===== config.mk =====
export PLATFORM = sky130hd
export DESIGN_NAME = theremin_input_conditioner_flat
export DESIGN_NICKNAME = d
export VERILOG_FILES = /design/src/rtl/theremin_input_conditioner_if.sv /design/src/rtl/theremin_input_conditioner.sv /design/src/flat_wrapper.sv
export SDC_FILE = /design/constraint.sdc
export NUM_CORES = 1
export LEC_CHECK = 0
export ABC_AREA = 0
export CAP_MARGIN = 20
export CORE_UTILIZATION = 51
export CTS_CLUSTER_SIZE = 24
export DETAILED_ROUTE_END_ITERATION = 8
export PLACE_DENSITY = 0.77
export SLEW_MARGIN = 20
export SYNTH_ARGS = -nofsm -noshare
export SYNTH_HDL_FRONTEND = slang
export SYNTH_SLANG_ARGS = --single-unit

===== constraint.sdc =====
create_clock -name csi_clk -period 11.1 [get_ports csi_clk]
set_input_delay 2.22 -clock csi_clk [delete_from_list [all_inputs] [get_ports csi_clk]]
set_output_delay 2.22 -clock csi_clk [all_outputs]
set_load 0.01 [all_outputs]

===== src/rtl/theremin_input_conditioner_if.sv =====
// Signal bundle between the theremin front-end conditioner and its neighbours:
// raw antenna/pushbutton inputs in, cleaned square and control buses out.
interface theremin_input_conditioner_if;
    logic       square_in;
    logic [3:0] key_n;
    logic       coe_square_freq;
    logic [1:0] coe_freq_up_down;
    logic [1:0] coe_cal_glis;

    modport master (
        output square_in,
        output key_n,
        input  coe_square_freq,
        input  coe_freq_up_down,
        input  coe_cal_glis
    );

    modport slave (
        input  square_in,
        input  key_n,
        output coe_square_freq,
        output coe_freq_up_down,
        output coe_cal_glis
    );
endinterface


===== src/rtl/theremin_input_conditioner.sv =====
// Synchronizes and cleans the antenna square wave and panel keys, producing
// registered step, calibrate and glissando controls for pitch generation.
module theremin_input_conditioner #(
    parameter int GLITCH_CYCLES   = 4,
    parameter int DEBOUNCE_CYCLES = 50000,
    parameter int REPEAT_CYCLES   = 12500000
) (
    input  logic                          csi_clk,
    input  logic                          rsi_reset,
    theremin_input_conditioner_if.slave   bus
);
    localparam int DW = (DEBOUNCE_CYCLES > 1) ? $clog2(DEBOUNCE_CYCLES) : 1;
    localparam int RW = (REPEAT_CYCLES > 1) ? $clog2(REPEAT_CYCLES) : 1;
    localparam logic [7:0]    G_LAST = 8'(GLITCH_CYCLES - 1);
    localparam logic [DW-1:0] D_LAST = DW'(DEBOUNCE_CYCLES - 1);
    localparam logic [DW-1:0] D_ONE  = DW'(1);
    localparam logic [DW-1:0] D_ZERO = DW'(0);
    localparam logic [RW-1:0] R_LAST = RW'(REPEAT_CYCLES - 1);
    localparam logic [RW-1:0] R_ONE  = RW'(1);
    localparam logic [RW-1:0] R_ZERO = RW'(0);

    typedef enum logic {IDLE = 1'b0, HOLD = 1'b1} step_state_t;

    logic          sq_meta_r, sq_sync_r;
    logic [3:0]    key_meta_r, key_sync_r;
    logic [3:0]    key_press_s;
    logic [7:0]    gcnt_r;
    logic          square_r;
    logic [DW-1:0] dcnt_r [4];
    logic [3:0]    kst_r;
    logic [3:0]    kpe_r;
    step_state_t   step_r [2];
    logic [RW-1:0] rcnt_r [2];
    logic [1:0]    pulse_r;
    logic          cal_r;
    logic          glis_r;

    assign key_press_s = ~key_sync_r;

    // Two-flop synchronizers; keys come out of reset reading "released"
    always_ff @(posedge csi_clk or posedge rsi_reset) begin
        if (rsi_reset) begin
            sq_meta_r  <= 1'b0;
            sq_sync_r  <= 1'b0;
            key_meta_r <= 4'b1111;
            key_sync_r <= 4'b1111;
        end else begin
            sq_meta_r  <= bus.square_in;
            sq_sync_r  <= sq_meta_r;
            key_meta_r <= bus.key_n;
            key_sync_r <= key_meta_r;
        end
    end

    // Square glitch filter: output follows only after a full stable run
    always_ff @(posedge csi_clk or posedge rsi_reset) begin
        if (rsi_reset) begin
            gcnt_r   <= 8'd0;
            square_r <= 1'b0;
        end else if (sq_sync_r != square_r) begin
            if (gcnt_r == G_LAST) begin
                square_r <= ~square_r;
                gcnt_r   <= 8'd0;
            end else begin
                gcnt_r <= gcnt_r + 8'd1;
            end
        end else begin
            gcnt_r <= 8'd0;
        end
    end

    // Key debouncers with a one-cycle press strobe on each debounced press
    always_ff @(posedge csi_clk or posedge rsi_reset) begin
        if (rsi_reset) begin
            for (int i = 0; i < 4; i++) begin
                dcnt_r[i] <= D_ZERO;
            end
            kst_r <= 4'b0000;
            kpe_r <= 4'b0000;
        end else begin
            for (int i = 0; i < 4; i++) begin
                kpe_r[i] <= 1'b0;
                if (key_press_s[i] != kst_r[i]) begin
                    if (dcnt_r[i] == D_LAST) begin
                        kst_r[i]  <= ~kst_r[i];
                        kpe_r[i]  <= ~kst_r[i];
                        dcnt_r[i] <= D_ZERO;
                    end else begin
                        dcnt_r[i] <= dcnt_r[i] + D_ONE;
                    end
                end else begin
                    dcnt_r[i] <= D_ZERO;
                end
            end
        end
    end

    // Step FSMs, index 0 = up, 1 = down; the opposite key vetoes and cancels
    always_ff @(posedge csi_clk or posedge rsi_reset) begin
        if (rsi_reset) begin
            for (int d = 0; d < 2; d++) begin
                step_r[d] <= IDLE;
                rcnt_r[d] <= R_ZERO;
            end
            pulse_r <= 2'b00;
        end else begin
            for (int d = 0; d < 2; d++) begin
                pulse_r[d] <= 1'b0;
                case (step_r[d])
                    IDLE: begin
                        if (kpe_r[d] && !kst_r[1 - d]) begin
                            step_r[d]  <= HOLD;
                            pulse_r[d] <= 1'b1;
                            rcnt_r[d]  <= R_ZERO;
                        end else begin
                            step_r[d] <= IDLE;
                        end
                    end
                    HOLD: begin
                        if (!kst_r[d] || kst_r[1 - d]) begin
                            step_r[d] <= IDLE;
                        end else if (rcnt_r[d] == R_LAST) begin
                            pulse_r[d] <= 1'b1;
                            rcnt_r[d]  <= R_ZERO;
                        end else begin
                            rcnt_r[d] <= rcnt_r[d] + R_ONE;
                        end
                    end
                    default: begin
                        step_r[d] <= IDLE;
                        rcnt_r[d] <= R_ZERO;
                    end
                endcase
            end
        end
    end

    // Calibrate pulse and glissando toggle
    always_ff @(posedge csi_clk or posedge rsi_reset) begin
        if (rsi_reset) begin
            cal_r  <= 1'b0;
            glis_r <= 1'b0;
        end else begin
            cal_r <= kpe_r[2];
            if (kpe_r[3]) begin
                glis_r <= ~glis_r;
            end else begin
                glis_r <= glis_r;
            end
        end
    end

    assign bus.coe_square_freq  = square_r;
    assign bus.coe_freq_up_down = {pulse_r[0], pulse_r[1]};
    assign bus.coe_cal_glis     = {glis_r, cal_r};
endmodule


===== src/flat_wrapper.sv =====
// flat-port wrapper written by rule: the top's interface ports become plain ports
module theremin_input_conditioner_flat 
#(
    parameter int GLITCH_CYCLES   = 4,
    parameter int DEBOUNCE_CYCLES = 50000,
    parameter int REPEAT_CYCLES   = 12500000
)
  (csi_clk, rsi_reset, bus_square_in, bus_key_n, bus_coe_square_freq, bus_coe_freq_up_down, bus_coe_cal_glis);
  theremin_input_conditioner_if bus_i ();
  input  logic csi_clk;
  input  logic rsi_reset;
  input wire logic [$bits(bus_i.square_in)-1:0] bus_square_in;
  input wire logic [$bits(bus_i.key_n)-1:0] bus_key_n;
  output wire logic [$bits(bus_i.coe_square_freq)-1:0] bus_coe_square_freq;
  output wire logic [$bits(bus_i.coe_freq_up_down)-1:0] bus_coe_freq_up_down;
  output wire logic [$bits(bus_i.coe_cal_glis)-1:0] bus_coe_cal_glis;
  assign bus_i.square_in = bus_square_in;
  assign bus_i.key_n = bus_key_n;
  assign bus_coe_square_freq = bus_i.coe_square_freq;
  assign bus_coe_freq_up_down = bus_i.coe_freq_up_down;
  assign bus_coe_cal_glis = bus_i.coe_cal_glis;
  theremin_input_conditioner #(.GLITCH_CYCLES(GLITCH_CYCLES), .DEBOUNCE_CYCLES(DEBOUNCE_CYCLES), .REPEAT_CYCLES(REPEAT_CYCLES)) u_core (.csi_clk(csi_clk), .rsi_reset(rsi_reset), .bus(bus_i));
endmodule

==> results by group <==
Run status
  • Status: finished, final reports clean

Timing
  • Worst Tran Pin Value: 0.878 ns
  • Tcrit/Tclk final: 0.322
  • Layout Skew: 0.0147 ns
  • Relative slew slack: 0.414
  • Minimum clock period: approximately 3.6 ns
  • Final hold viol count: 0
  • Final TNS setup: 0 ns
  • Setup violators final: 0
  • Fin. max-slew vios: 0
  • FMAX: 0.280 GHz
  • Final WS setup: 7.53 ns
  • RSZ-0062 raised after global routing: false

Worst setup path
  • Reg-to-reg setup timing slack: approximately 8.6 ns
  • CP cell instances: clkdlybuf4s50_1
  • Worst EP arrival: 1.35 ns
  • Critical path's top delay family: buffers and inverters
  • Reg2Reg Capture Point: u_core.rcnt_r[43]
  • CP Capture Type: primary output
  • Max FO, Critical Path: 3
  • Critical path class: flip-flop to primary output
  • Required time worst endpoint: 8.88 ns
  • CP Launch Type: flip-flop
  • Reg2reg start: u_core.rcnt_r[24]
  • R2R depth: 6
  • Crit-path slowest cell: clkdlybuf4s50_1
  • Crit path buf inv count: 1
  • Slowest stage delay, CP: 0.55 ns

Clocking
  • Cts repair resizes: 0
  • Post-CTS setup repair buffer count: 0
  • Clock sink count: 145
  • Count of hold-fix buffers inserted at cts: 0
  • Htree depth: 4
  • CTS tree: built
  • CTS root buf: clkbuf_16
  • CTS clk-pin slew, worst paths: 0.06 ns
  • Worst-Skew Late Latency: 0.43 ns
  • Cts bufs inserted: 17
  • Clock buffer depth: 2

Layout
  • Multi-input gate area: roughly 3100 µm²
  • Antenna cell count: 0
  • Fillers: 1,082
  • Syn-to-layout area delta: 12.2%
  • Fin nets: between 700 and 800
  • FF/Latch Area: 3640 µm²
  • Share of layout cells above drive strength 1: 0.0777

Hold path
  • Worst hold path cell count: 0
  • Min-Delay Startpoint: u_core.sq_meta_r
  • Hold EP: u_core.sq_sync_r
  • Hold crit path type: flip-flop to flip-flop

Place
  • Port Buf Inserts: 11
  • Dpl hpwl: around 9000 µm
  • Pre-CTS setup slack: 7.01 ns
  • GPL Wtd Cong: a little under 0.9

Global routing
  • First-pass GRT wire length: 23,900 µm
  • Met3 GRT Util: 0.0522
  • Met1 Resource Use GR: 0.273
  • M2 GR Usage: 0.340
  • Top Usage Layer GRT: met2
  • Grt ovf: 0
  • Number of global-route vias before repair: 5,203
  • Initial antenna violation count: 0
  • GRT Total Usage: 0.211
  • Largest net degree at the start of global routing: 87

Route
  • WL/cell: 15.2 µm
  • DRC viols: 0
  • Final ANT Viol Nets: 0
  • DR vias/cell: 5.93
  • First-pass DRT Iterations: 5
  • Final wirelength: 13,900 µm
  • Starting DRC count in detailed routing: 396
  • DR vias: 5,393

Floorplan
  • Initial Util: 0.524
  • Top Ports: 12
  • Core area: 13,300 µm²
  • Die width: 119 µm
  • Die area: 14,100 µm²
  • Row count: 42
  • Die Ht: 119 µm

Power and ir drop
  • Net Sw Frac: 0.218
  • P_leak: approximately 0.0034 µW
  • Internal power: 934 µW
  • VDD IR max: around 0.10 mV
  • Clock network power share: 0.500
  • Combinational group share of total power: 0.038
  • Cell Pwr Density: 153 nW/µm²
  • Sequential Power Share: 0.462
  • Sw Pwr: 260 µW

Synth
  • Cell Area, Synth: 6960 µm²
  • Register area share after synthesis: 0.522
  • Syn_nets: 730
  • Number of flops mapped to enable cells by yosys: 0
  • Main synth FF type: dfrtp_1
  • Post-Synthesis Cells: about 700
  • Syn. warnings: 0
  • Distinct cell type count after synthesis: 52
  • Flops & latches, synth: 145
  • Synth async-reset ratio: 1.00
  • Syn_area_per_cell: between 9 and 10 µm²

Run
  • Max cap viols: 0
## cell usage after synthesis, drive strengths merged, types with 2 or more instances
master | count | share of area
a21o | 4 | 0.0045
a21oi | 21 | 0.015
a22o | 6 | 0.0077
a31oi | 37 | 0.033
a41oi | 4 | 0.0050
and2 | 5 | 0.0045
and3 | 23 | 0.021
and4 | 6 | 0.0075
buf | 13 | 0.011
clkbuf | 13 | 0.0074
dfrtp | 137 | 0.49
dfstp | 8 | 0.030
ha | 7 | 0.013
inv | 18 | 0.0097
mux2 | 3 | 0.0049
mux2i | 3 | 0.0043
nand2 | 72 | 0.039
nand2b | 6 | 0.0054
nand3 | 46 | 0.034
nand4 | 27 | 0.025
nor2 | 102 | 0.055
nor3 | 26 | 0.019
nor4 | 12 | 0.015
nor4b | 6 | 0.0075
o21ai | 20 | 0.014
o31a | 2 | 0.0025
o31ai | 2 | 0.0041
or2 | 2 | 0.0018
or3 | 4 | 0.0050
xnor2 | 41 | 0.052
xor2 | 31 | 0.039
## cells in the final DEF (no fill, tap or decap), drive strengths merged, types with 23 or more instances in the layout
cell type  synthesis  layout
dfrtp            137     137
nor2             102     102
nand2             72      72
nand3             46      46
xnor2             41      41
a31oi             37      37
xor2              31      31
nand4             27      27
nor3              26      26
and3              23      23
## power by group through the flow
stage	logic, µW	registers (µW)	clock network (µW)
global placement	43.4	560	0
floorplan	30.0	559	0
finish	45.0	552	597
CTS	46.1	552	607
detailed placement	45.1	561	0
global route	51.7	553	629
## worst reg2reg max path, stage by stage (launching register included)
cell and delay [ns]:
dfrtp_1 0.39, ha_1 0.25, nand4_1 0.16, nor4_1 0.71, a21oi_2 0.39, nor2_1 0.41
nor2_1 0.10
## worst max path at each step
| stage | cells after the start | from | to |
|---|---|---|---|
| 6_report | 1 | u_core.bus.coe_square_freq | bus_coe_square_freq |
| 5_1_grt | 3 | rsi_reset | u_core.rcnt_r[46] |
| 4_1_cts | 3 | rsi_reset | u_core.rcnt_r[46] |
| 3_5_place_dp | 3 | rsi_reset | u_core.dcnt_r[41] |
| 3_3_place_gp | 3 | rsi_reset | u_core.dcnt_r[44] |
| 2_1_floorplan | 1 | rsi_reset | u_core.bus.coe_square_freq |
## cells by family (layout without fill, tap and decap cells)
family | Yosys count | after routing | share of synthesized area
AND/OR/NAND/NOR | 341 | 341 | 0.245
AO/OA/AOI/OAI | 101 | 101 | 0.0927
buffers and inverters | 44 | 62 | 0.0278
multiplexers | 6 | 6 | 0.00916
adder cells (fa/ha/maj) | 7 | 7 | 0.0126
XOR/XNOR | 72 | 72 | 0.0905
flip-flops | 145 | 145 | 0.522
## final cells by class
cell class                      count  share of cell area
Clock buffer                       19              0.0554
Sequential cell                   145               0.466
Tap cell                          176              0.0282
Inverter                           18             0.00928
Multi-Input combinational cell    527               0.403
Timing Repair Buffer               12              0.0150
Clock inverter                     13              0.0239
## metrics by stage
| step | cells | cell area, µm² | hold slack (ns) | power [µW] | util |
|---|---|---|---|---|---|
| floorplan | 716 | 6960 | 0.331 | 589 | - |
| global placement | 878 | 7190 | 0.335 | 604 | 0.540 |
| detailed placement | 878 | 7200 | 0.336 | 606 | 0.541 |
| CTS | 910 | 7820 | 0.349 | 1200 | 0.588 |
| global route | 910 | 7820 | 0.359 | 1230 | 0.588 |
| finish | 910 | 7820 | 0.349 | 1190 | 0.588 |
## state kept, by name, summed over array words and instances, names as in the netlist, 2 cells and up
signal	count
u_core.dcnt_r	64
u_core.key_meta_r	4
u_core.key_sync_r	4
u_core.rcnt_r	48
u_core.step_r	2
u_core.pulse_r	2
u_core.gcnt_r	8
u_core.kpe_r	4
u_core.kst_r	4
## per-layer routing
metal,vias up,part of all wire
met3,24,0.041
li1,2535,-
met1,2701,0.44
met5,-,0
met2,133,0.50
met4,0,0.017
(Power assumes the default switching activity.)
